===== config.mk =====
export PLATFORM = sky130hd
export DESIGN_NAME = qei_error
export DESIGN_NICKNAME = d
export VERILOG_FILES = /design/src/rtl/qei_pkg.sv /design/src/rtl/qei_debounce.sv /design/src/rtl/qei_error.sv
export SDC_FILE = /design/constraint.sdc
export NUM_CORES = 1
export LEC_CHECK = 0
export ABC_AREA = 1
export BUFFER_PORTS_ARGS = -buffer_cell sky130_fd_sc_hd__buf_2
export CORE_MARGIN = 10
export CORE_UTILIZATION = 42
export DETAILED_ROUTE_END_ITERATION = 10
export PLACE_DENSITY = 0.73
export SETUP_SLACK_MARGIN = 0.3
export SYNTH_ARGS = -nofsm -noshare
export SYNTH_HDL_FRONTEND = slang
export SYNTH_HIERARCHICAL = 1
export SYNTH_SLANG_ARGS = --single-unit

===== constraint.sdc =====
create_clock -name clk -period 8.7 [get_ports clk]
set_input_delay 0 -clock clk [delete_from_list [all_inputs] [get_ports clk]]
set_output_delay 0 -clock clk [all_outputs]
set_load 0.05 [all_outputs]

===== src/rtl/qei_pkg.sv =====
// rtl/qei_pkg.sv - shared types and helpers for the quadrature encoder front end
package qei_pkg;

  typedef enum logic [1:0] {
    ST_INIT   = 2'd0,
    ST_RUN    = 2'd1,
    ST_RESYNC = 2'd2
  } qei_state_e;

  localparam logic signed [1:0] STEP_NONE = 2'sb00;
  localparam logic signed [1:0] STEP_FWD  = 2'sb01;
  localparam logic signed [1:0] STEP_REV  = 2'sb11;

  // Forward successor in the Gray sequence 00 -> 01 -> 11 -> 10 -> 00.
  function automatic logic [1:0] gray_next(input logic [1:0] ab);
    case (ab)
      2'b00:   return 2'b01;
      2'b01:   return 2'b11;
      2'b11:   return 2'b10;
      default: return 2'b00;
    endcase
  endfunction

  // Signed clamp to the range of a (w+1)-bit two's complement value.
  function automatic logic signed [63:0] sat_clamp(input logic signed [63:0] v, input int w);
    logic signed [63:0] hi;
    logic signed [63:0] lo;
    hi = (64'sd1 <<< w) - 64'sd1;
    lo = -(64'sd1 <<< w);
    if (v > hi)      return hi;
    else if (v < lo) return lo;
    else             return v;
  endfunction

endpackage


===== src/rtl/qei_debounce.sv =====
// rtl/qei_debounce.sv - two-flop synchroniser plus stable-count filter for one encoder pin
module qei_debounce #(
  parameter int FILT = 3
) (
  input  logic clk_i,
  input  logic resetn_i,
  input  logic bypass_i,
  input  logic pin_i,
  output logic filt_o
);

  localparam int CW = $clog2(FILT + 1);

  logic          sync1_q;
  logic          sync2_q;
  logic          filt_q;
  logic [CW-1:0] cnt_q;

  always_ff @(posedge clk_i) begin
    if (!resetn_i) begin
      sync1_q <= 1'b0;
      sync2_q <= 1'b0;
      filt_q  <= 1'b0;
      cnt_q   <= '0;
    end else begin
      sync1_q <= pin_i;
      sync2_q <= sync1_q;
      if (bypass_i) begin
        filt_q <= sync2_q;
        cnt_q  <= '0;
      end else if (sync2_q == filt_q) begin
        cnt_q <= '0;
      end else if (cnt_q == CW'(FILT - 1)) begin
        filt_q <= sync2_q;
        cnt_q  <= '0;
      end else begin
        cnt_q <= cnt_q + CW'(1);
      end
    end
  end

  assign filt_o = filt_q;

endmodule


===== src/rtl/qei_error.sv =====
// rtl/qei_error.sv - quadrature decode, position counter and saturated position error
module qei_error #(
  parameter int W    = 11,
  parameter int PW   = 15,
  parameter int FILT = 3
) (
  input  logic                clk,
  input  logic                reset,
  input  logic                enc_a,
  input  logic                enc_b,
  input  logic                zero_pos,
  input  logic                clr_err,
  input  logic signed [PW:0]  setpoint,
  output logic signed [PW:0]  position,
  output logic signed [W:0]   e_out,
  output logic                sat,
  output logic                dir,
  output logic                qerr
);

  import qei_pkg::*;

  localparam int WCW = $clog2(FILT + 2);

  qei_state_e          state_q, state_d;
  logic [WCW-1:0]      wait_q, wait_d;
  logic [1:0]          prev_q, prev_d;
  logic signed [PW:0]  pos_q, pos_d;
  logic                dir_q, dir_d;
  logic                qerr_q, qerr_d;
  logic signed [W:0]   e_q, e_d;
  logic                sat_q, sat_d;

  logic                filt_a, filt_b;
  logic [1:0]          ab;
  logic signed [1:0]   step;
  logic                illegal;
  logic signed [PW+1:0] diff;
  logic signed [63:0]  diff64, clamped;

  qei_debounce #(.FILT(FILT)) u_deb_a (
    .clk_i(clk), .resetn_i(reset), .bypass_i(state_q == ST_INIT), .pin_i(enc_a), .filt_o(filt_a)
  );
  qei_debounce #(.FILT(FILT)) u_deb_b (
    .clk_i(clk), .resetn_i(reset), .bypass_i(state_q == ST_INIT), .pin_i(enc_b), .filt_o(filt_b)
  );

  assign ab = {filt_a, filt_b};

  always_comb begin
    state_d = state_q;
    wait_d  = wait_q;
    prev_d  = prev_q;
    step    = STEP_NONE;
    illegal = 1'b0;
    case (state_q)
      ST_INIT: begin
        if (wait_q == WCW'(FILT + 1)) begin
          prev_d  = ab;
          wait_d  = '0;
          state_d = ST_RUN;
        end else begin
          wait_d = wait_q + WCW'(1);
        end
      end
      ST_RUN: begin
        prev_d = ab;
        if ((ab ^ prev_q) == 2'b11) begin
          illegal = 1'b1;
          state_d = ST_RESYNC;
        end else if (ab == gray_next(prev_q)) begin
          step = STEP_FWD;
        end else if (ab != prev_q) begin
          step = STEP_REV;
        end
      end
      ST_RESYNC: begin
        prev_d  = ab;
        state_d = ST_RUN;
      end
      default: state_d = ST_INIT;
    endcase
  end

  // zero_pos drops any step in the same cycle, including its direction update.
  always_comb begin
    pos_d  = pos_q;
    dir_d  = dir_q;
    qerr_d = qerr_q;
    if (zero_pos) begin
      pos_d = '0;
    end else if (step != STEP_NONE) begin
      pos_d = pos_q + (PW+1)'(step);
      dir_d = (step == STEP_FWD);
    end
    if (illegal)      qerr_d = 1'b1;
    else if (clr_err) qerr_d = 1'b0;
  end

  always_comb begin
    diff    = (PW+2)'(setpoint) - (PW+2)'(pos_q);
    diff64  = 64'(diff);
    clamped = sat_clamp(diff64, W);
    e_d     = clamped[W:0];
    sat_d   = (clamped != diff64);
  end

  always_ff @(posedge clk) begin
    if (!reset) begin
      state_q <= ST_INIT;
      wait_q  <= '0;
      prev_q  <= 2'b00;
      pos_q   <= '0;
      dir_q   <= 1'b0;
      qerr_q  <= 1'b0;
      e_q     <= '0;
      sat_q   <= 1'b0;
    end else begin
      state_q <= state_d;
      wait_q  <= wait_d;
      prev_q  <= prev_d;
      pos_q   <= pos_d;
      dir_q   <= dir_d;
      qerr_q  <= qerr_d;
      e_q     <= e_d;
      sat_q   <= sat_d;
    end
  end

  assign position = pos_q;
  assign e_out    = e_q;
  assign sat      = sat_q;
  assign dir      = dir_q;
  assign qerr     = qerr_q;

endmodule


==> results of run 1 <==
[cell usage after synthesis (all sizes together), types with 3 or more instances]
master,n,area share (%)
inv,114,11
xnor2,9,2.2
dfxtp,48,25
ha,41,13
a21oi,54,7.9
xor2,10,2.3
nor3,5,0.90
nand3,37,5.3
nand3b,3,0.58
nor2,48,5.1
nand4,7,1.1
buf,3,0.71
or2,8,1.3
o21ai,33,4.4
nand2,147,15
[worst paths after layout]
path,startpoint,end,slack (ns),depth (start not counted)
max,state_q[1]$_SDFFE_PN0P_,position[10]$_SDFFE_PP0N_,5.24,14
min,zero_pos,dir$_SDFFE_PN0P_,0.02,2
max reg2reg,state_q[1]$_SDFFE_PN0P_,position[10]$_SDFFE_PP0N_,5.24,14
min reg2reg,u_deb_b/cnt_q[0]$_SDFF_PP0_,u_deb_b/cnt_q[0]$_SDFF_PP0_,0.42,1
[final cells by class]
class	count	area, um2
clock buffer	5	68.8
sequential	48	961
multi-input combinational	419	2450
tap	108	135
inverter	114	428
fill	916	4440
clock inverter	3	68.8
timing repair buffer	56	298
[metrics by stage]
step	cell area, um2	worst slack (ns)	utilization (%)	hold slack, ns	cells
after CTS	4410	5.21	49.8	0.0127	753
final	4410	5.24	49.8	0.0221	753
after detailed placement	4240	5.23	47.9	0.188	742
after global placement	4240	5.41	47.9	0.181	742
after global routing	4410	4.89	49.8	0.0218	753
after floorplan	3870	5.66	-	0.0935	586
[routing by layer]
layer / share of wire [%] / wire length [um] / GRT usage [%]
met4: 1.1 / 103 / 3.42
met2: 51 / 4690 / 25.3
met5: 0 / 0 / 0
met3: 3.8 / 348 / 2.33
met1: 44 / 4060 / 16.7
[registers in the layout (all words and copies together) (netlist names), 2 cells and up]
signal and cells:
position 16, e_out 12, wait_q 3, prev_q 2, state_q 2, u_deb_a/cnt_q 2, u_deb_b/cnt_q 2
[power groups by stage]
stage	sequential [uW]	clock [uW]	combinational (uW)
after global routing	293	210	524
after global placement	290	0	449
final	287	196	462
after CTS	287	202	464
after floorplan	361	0	297
after detailed placement	292	0	461
[timing repair]
action / CTS / global route
hold buffers: 3 / 0
hold endpoints to repair: 3 / 0
setup endpoints to repair: 0 / 0
gates resized for setup: 0 / 0
[cells by family (layout without fill, tap and decap cells)]
kind of cell	Yosys count	after routing
flops	48	48
simple gates	258	258
fa+ha+maj	43	43
xor+xnor	19	19
compound gates	99	99
buf+inv	119	178
[worst max-delay path, stage by stage (launching register included)]
cell,delay [ns]
dfxtp_1,0.34
inv_1,0.12
ha_1,0.21
nand3b_1,0.08
nor2_1,0.87
inv_1,0.20
fa_1,0.49
o21ai_2,0.22
a21oi_1,0.14
o21ai_0,0.28
nand2_1,0.09
nand2_1,0.08
xor2_1,0.16
o21ai_1,0.07
inv_1,0.05
==> run metrics, run 1 <==
Die Y-Extent 116 um; area of the core about 0.0088 mm2; vias in the first global route 3531; sequential power share about 30%; Compound-Gate Fraction of Synth Area between 10% and 20%; CP required ~9 ns; Post-Synth Adder-Cell Area between 10% and 20%; switch share 44.8%; Worst-Skew Late Latency 0.30 ns; outcome finished clean; Slew headroom 22.1%; setup total negative slack 0 ns; maximum number of pins on one net before global-route repair 20; CTS tree done; IR drop worst, VDD roughly 75 uV; routed wire length 9200 um; Worst Tran Pin Value about 1.2 ns; pwr/cell area roughly 210 mW/mm2; Syn Inst Count just under 600; power share of the clock group 20.8%; most frequent cells in the layout nand2_1, inv_1, buf_2, dfxtp_1, a21oi_1; Final Hold Vio Count 0; clock buffer depth 2; internal power 522 uW; DR iter-0 viols between 200 and 250; commonest non-fill, non-tap cell in the layout nand2_1; Max H-tree Level 2; sequential-to-total area share from yosys stat ~25%; CP Class flip-flop to flip-flop; share of layout cells above drive strength 1 16.6%; first-pass GRT wire length 15800 um; element type at the critical path end flip-flop; initial antenna violation count 0; Num Clock Sinks 48; number of remaining DRC errors 0; pins over their slew limit 0; part of the power in combinational logic 48.9%; maximum fanout along the worst path 17; xor/xnor cell area share of the yosys netlist 4.49%; I/O pins 53; Pleak roughly 0.0024 uW; IO buf count 52; Post-Syn Nets ~650; EDFF count, synth 0; synthesized flop and latch total 48; total power between 900 and 1000 uW; fraction of registers with async set/reset 0%; total CTS buffers 5; Top FF cell, synth dfxtp_1; row count 34; Worst-path clk slew ~0.1 ns; Max-cap violations 0; Synth Area in Simple Gates between 20 and 30%; Initial Utilization 43.8%; synth unique cells 40; Avg Cell Area, Syn ~6.6 um2; All-Layer GR Usage around 14%; clock skew ~0.018 ns; die footprint roughly 0.013 mm2; multiplexer area fraction after synthesis 0%; Final min period between 3 and 4 ns; synthesized area 0.00387 mm2; Sw Pwr approximately 420 uW; via count between 3000 and 4000; routed vias/inst a little under 5; total gr overflow 0; Layout area overhead 13.8%; main combinational cell family by area after synthesis simple AND/OR/NAND/NOR gates; Max Freq approximately 0.29 GHz; setup violators final 0; first-pass detailed-route iteration total 4; WP data arrival about 3.7 ns; YS warnings 6; RePlAce Congestion 0.852; DPL Wire Length about 7700 um; unrepaired setup endpoints after global routing no; Post CTS Setup Buffer Count 0; WL per Instance 12.2 um; Root Driver clkbuf_8; Final ANT Viol Nets 0; worst min path class input port to flip-flop; Antenna diodes 0; nets between 700 and 800; crit start category flip-flop; die extent in x 116 um; period utilisation layout between 30% and 40%
No activity file was read; power rests on OpenSTA's default activity.
==> inputs of run 2 (changes only) <==
ABC_AREA = 0   (was 1)
PLACE_DENSITY = 0.74   (was 0.73)
clock period = 3.35 ns   (was 8.7 ns; I/O delays follow)
==> run 2 against run 1 <==
  * First-iteration DRC count shrank 49%
  * Global-route usage down 1.3 points
  * Power up 53%
  * Synthesized cell count is 25% lower
  * Cell area rose by 0.23%
  * Sequential power is 120% higher
  * Routed wire length shrank 4.1%
  * Clock skew decreased by 0.0047 ns
  * Final cell count shrank 19%
  * Sequential share of layout area grew 0.71 points
  * Critical path depth shrank 1
  * Critical path type unchanged
  * Largest cell class unchanged
  * Highest routed layer unchanged
==> run metrics, run 2 <==
top-area cell type share of the netlist area 26.9% (was 24.8%); routed vias/inst 5.34 (was 4.91); Post-Syn Nets 503 (was 651); fin util 53.5% (was 49.8%); Top FF cell, synth dfxtp_1 (unchanged); clock skew 0.0129 ns (was 0.0176 ns); share of layout cells above drive strength 1 28.8% (was 16.6%); WL per Instance 14.5 um (was 12.2 um); Worst-path clk slew 0.10 ns (about the same); CTS tree done (unchanged); Die Y-Extent 112 um (was 116 um); Pleak 0.00186 uW (was 0.00241 uW); Slew headroom 52.2% (was 22.1%); post-route cell area 0.00442 mm2 (was 0.00441 mm2); Max H-tree Level 2 (unchanged); element type at the critical path end flip-flop (unchanged); period utilisation layout 90.1% (was 39.8%); EDFF count, synth 0 (unchanged); Max Freq 0.331 GHz (was 0.289 GHz); Crit-path slowest cell ha_1 (was nor2_1); Final Hold Vio Count 0 (unchanged); Antenna diodes 0 (unchanged); Largest register FFs 16 (unchanged); synth unique cells 60 (was 40); synthesized area 0.00357 mm2 (was 0.00387 mm2); via count 3247 (was 3694); RR Endpoint e_out[8]$_SDFF_PN0_ (was position[10]$_SDFFE_PP0N_); CP Class flip-flop to flip-flop (unchanged); cell with the most instances after synthesis dfxtp_1 (was nand2_1); IO buf count 52 (unchanged); Hold Slack 0.00883 ns (was 0.0221 ns); Num Clock Sinks 48 (unchanged); WP depth 13 (was 14); total CTS buffers 5 (unchanged); dominant cell type by area after synthesis dfxtp_1 (unchanged); first-pass GRT wire length 13800 um (was 15800 um); total power 1450 uW (was 945 uW); routed wire length 8830 um (was 9200 um); hold_sp clr_err (was zero_pos); area of the core 0.00826 mm2 (was 0.00885 mm2); maximum fanout along the worst path 7 (was 17); RePlAce Congestion 0.864 (was 0.852); DPL Wire Length 6700 um (was 7660 um); Max-cap violations 0 (unchanged); initial antenna violation count 0 (unchanged); unrepaired setup endpoints after global routing yes (was no); vias in the first global route 3095 (was 3531); YS warnings 6 (unchanged); sequential-to-total area share from yosys stat 26.9% (was 24.8%); total gr overflow 0 (unchanged); All-Layer GR Usage 12.6% (was 14.0%); row count 33 (was 34); die footprint 0.0126 mm2 (was 0.0135 mm2); setup total negative slack 0 ns (unchanged); Commonest cells post-synth dfxtp_1, nor2_1, ha_1 (was nand2_1, inv_1, dfxtp_1); Final ANT Viol Nets 0 (unchanged); Avg Cell Area, Syn 8.15 um2 (was 6.61 um2); DR iter-0 viols 119 (was 233); Root Driver clkbuf_8 (unchanged); synthesized flop and latch total 48 (unchanged); pwr/cell area 327 mW/mm2 (was 214 mW/mm2); Layout area overhead 23.8% (was 13.8%); FF-to-FF setup slack 0.33 ns (was 5.24 ns); crit start category flip-flop (unchanged); CP required 3.55 ns (was 8.95 ns); most frequent cells in the layout buf_2, nor2_1, ha_1, dfxtp_1, nand2_1 (was nand2_1, inv_1, buf_2, dfxtp_1, a21oi_1); Worst-Skew Late Latency 0.31 ns (was 0.30 ns); Area after DPL 0.00402 mm2 (was 0.00424 mm2); I/O pins 53 (unchanged); first-pass detailed-route iteration total 4 (unchanged); top post-synthesis cells by area dfxtp_1, ha_1, a21oi_1 (was dfxtp_1, nand2_1, ha_1); Reg2Reg Depth 13 (was 14); CP max stage delay 0.39 ns (was 0.87 ns); commonest non-fill, non-tap cell in the layout buf_2 (was nand2_1); maximum number of pins on one net before global-route repair 38 (was 20); WP data arrival 3.22 ns (was 3.71 ns); setup violators final 0 (unchanged); Hold Path Cell Cnt 4 (was 2); Worst Hold Path EP qerr$_SDFFE_PN0P_ (was dir$_SDFFE_PN0P_); Reg-to-Reg Start position[2]$_SDFFE_PP0N_ (was state_q[1]$_SDFFE_PN0P_); Initial Utilization 43.2% (was 43.8%); fraction of registers with async set/reset 0% (unchanged); clock buffer depth 2 (unchanged); nets 567 (was 709); pins over their slew limit 0 (unchanged); outcome finished clean (unchanged); Final min period 3.02 ns (was 3.46 ns); die extent in x 112 um (was 116 um); worst min path class input port to flip-flop (unchanged); Largest delay share family, worst path compound AO/OA/AOI/OAI gates (was simple AND/OR/NAND/NOR gates); Worst Tran Pin Value 0.717 ns (was 1.16 ns); Syn Inst Count 438 (was 586); Cell Chain, Critical Path inv_1, ha_1, o211ai_1, a21oi_1, o31ai_2, a31oi_2, mux2i_1, nand4_1, or2_4, ha_4, buf_12, nor2_1, o21a_1 (was inv_1, ha_1, nand3b_1, nor2_1, inv_1, fa_1, o21ai_2, a21oi_1, o21ai_0, nand2_1, nand2_1, xor2_1, o21ai_1, inv_1); IR drop worst, VDD 160 uV (was 74.8 uV); number of remaining DRC errors 0 (unchanged); Buf+Inv Stages, Crit Path 2 (was 3)
[run 2: what timing repair did]
action | CTS | global route
gates resized for setup | 8 | 46
pin swaps | 0 | 18
hold buffers | 2 | 0
buffers inserted | 1 | 8
endpoints found under the setup margin | 15 | 20
endpoints found under the hold margin | 2 | 0
[run 2: power by group]
group / internal [uW] / switching (uW)
clock network: 169 / 213
registers: 603 / 22.0
logic: 183 / 257
total: 955 / 492
[run 2: cells by family after synthesis]
family                   count (synthesis)  synth area share, %
adder cells (fa/ha/maj)                 43                 15.5
multiplexers                             7                 1.96
AO/OA/AOI/OAI                          112                 21.0
XOR/XNOR                                29                 7.11
AND/OR/NAND/NOR                        155                 22.7
buffers and inverters                   44                 4.91
flip-flops                              48                 26.9
[run 2: area by class of cell]
| cell class | instances | area [um2] |
|---|---|---|
| clock buffer | 6 | 82.6 |
| clock inverter | 2 | 12.5 |
| fill | 785 | 3840 |
| inverter | 32 | 123 |
| multi-input combinational | 346 | 2670 |
| sequential | 48 | 995 |
| tap | 105 | 131 |
| timing repair buffer | 69 | 409 |
[run 2: tightest hold or removal path: cells and delay by family]
kind            cells  cell delay, ns
buf+inv             2            0.15
simple gates        1            0.10
compound gates      1            0.05
[run 2: per-stage QoR]
step                      worst slack [ns]  cells
after floorplan                      0.307    438
after global placement               0.277    589
after detailed placement             0.225    589
after CTS                            0.293    600
after global routing                 0.220    608
final                                0.330    608
[run 2: worst max path at each step]
| stage | from | endpoint | slack [ns] |
|---|---|---|---|
| after floorplan | u_deb_b/filt_o$_SDFFE_PN0P_ | position[15]$_SDFFE_PP0N_ | 0.31 |
| after global placement | position[11]$_SDFFE_PP0N_ | e_out[7]$_SDFF_PN0_ | 0.28 |
| after detailed placement | position[11]$_SDFFE_PP0N_ | e_out[8]$_SDFF_PN0_ | 0.22 |
| after CTS | u_deb_a/filt_o$_SDFFE_PN0P_ | position[10]$_SDFFE_PP0N_ | 0.29 |
| after global routing | position[2]$_SDFFE_PP0N_ | e_out[4]$_SDFF_PN0_ | 0.22 |
| final | position[2]$_SDFFE_PP0N_ | e_out[8]$_SDFF_PN0_ | 0.33 |
[run 2: per-layer routing]
metal  track usage [%]  share of wire (%)  routed length (um)
met3              1.65                3.6                 322
met2              23.6                 53                4670
met5                 0                  0                   0
met1              14.3                 42                3740
met4              4.31                1.1                  95
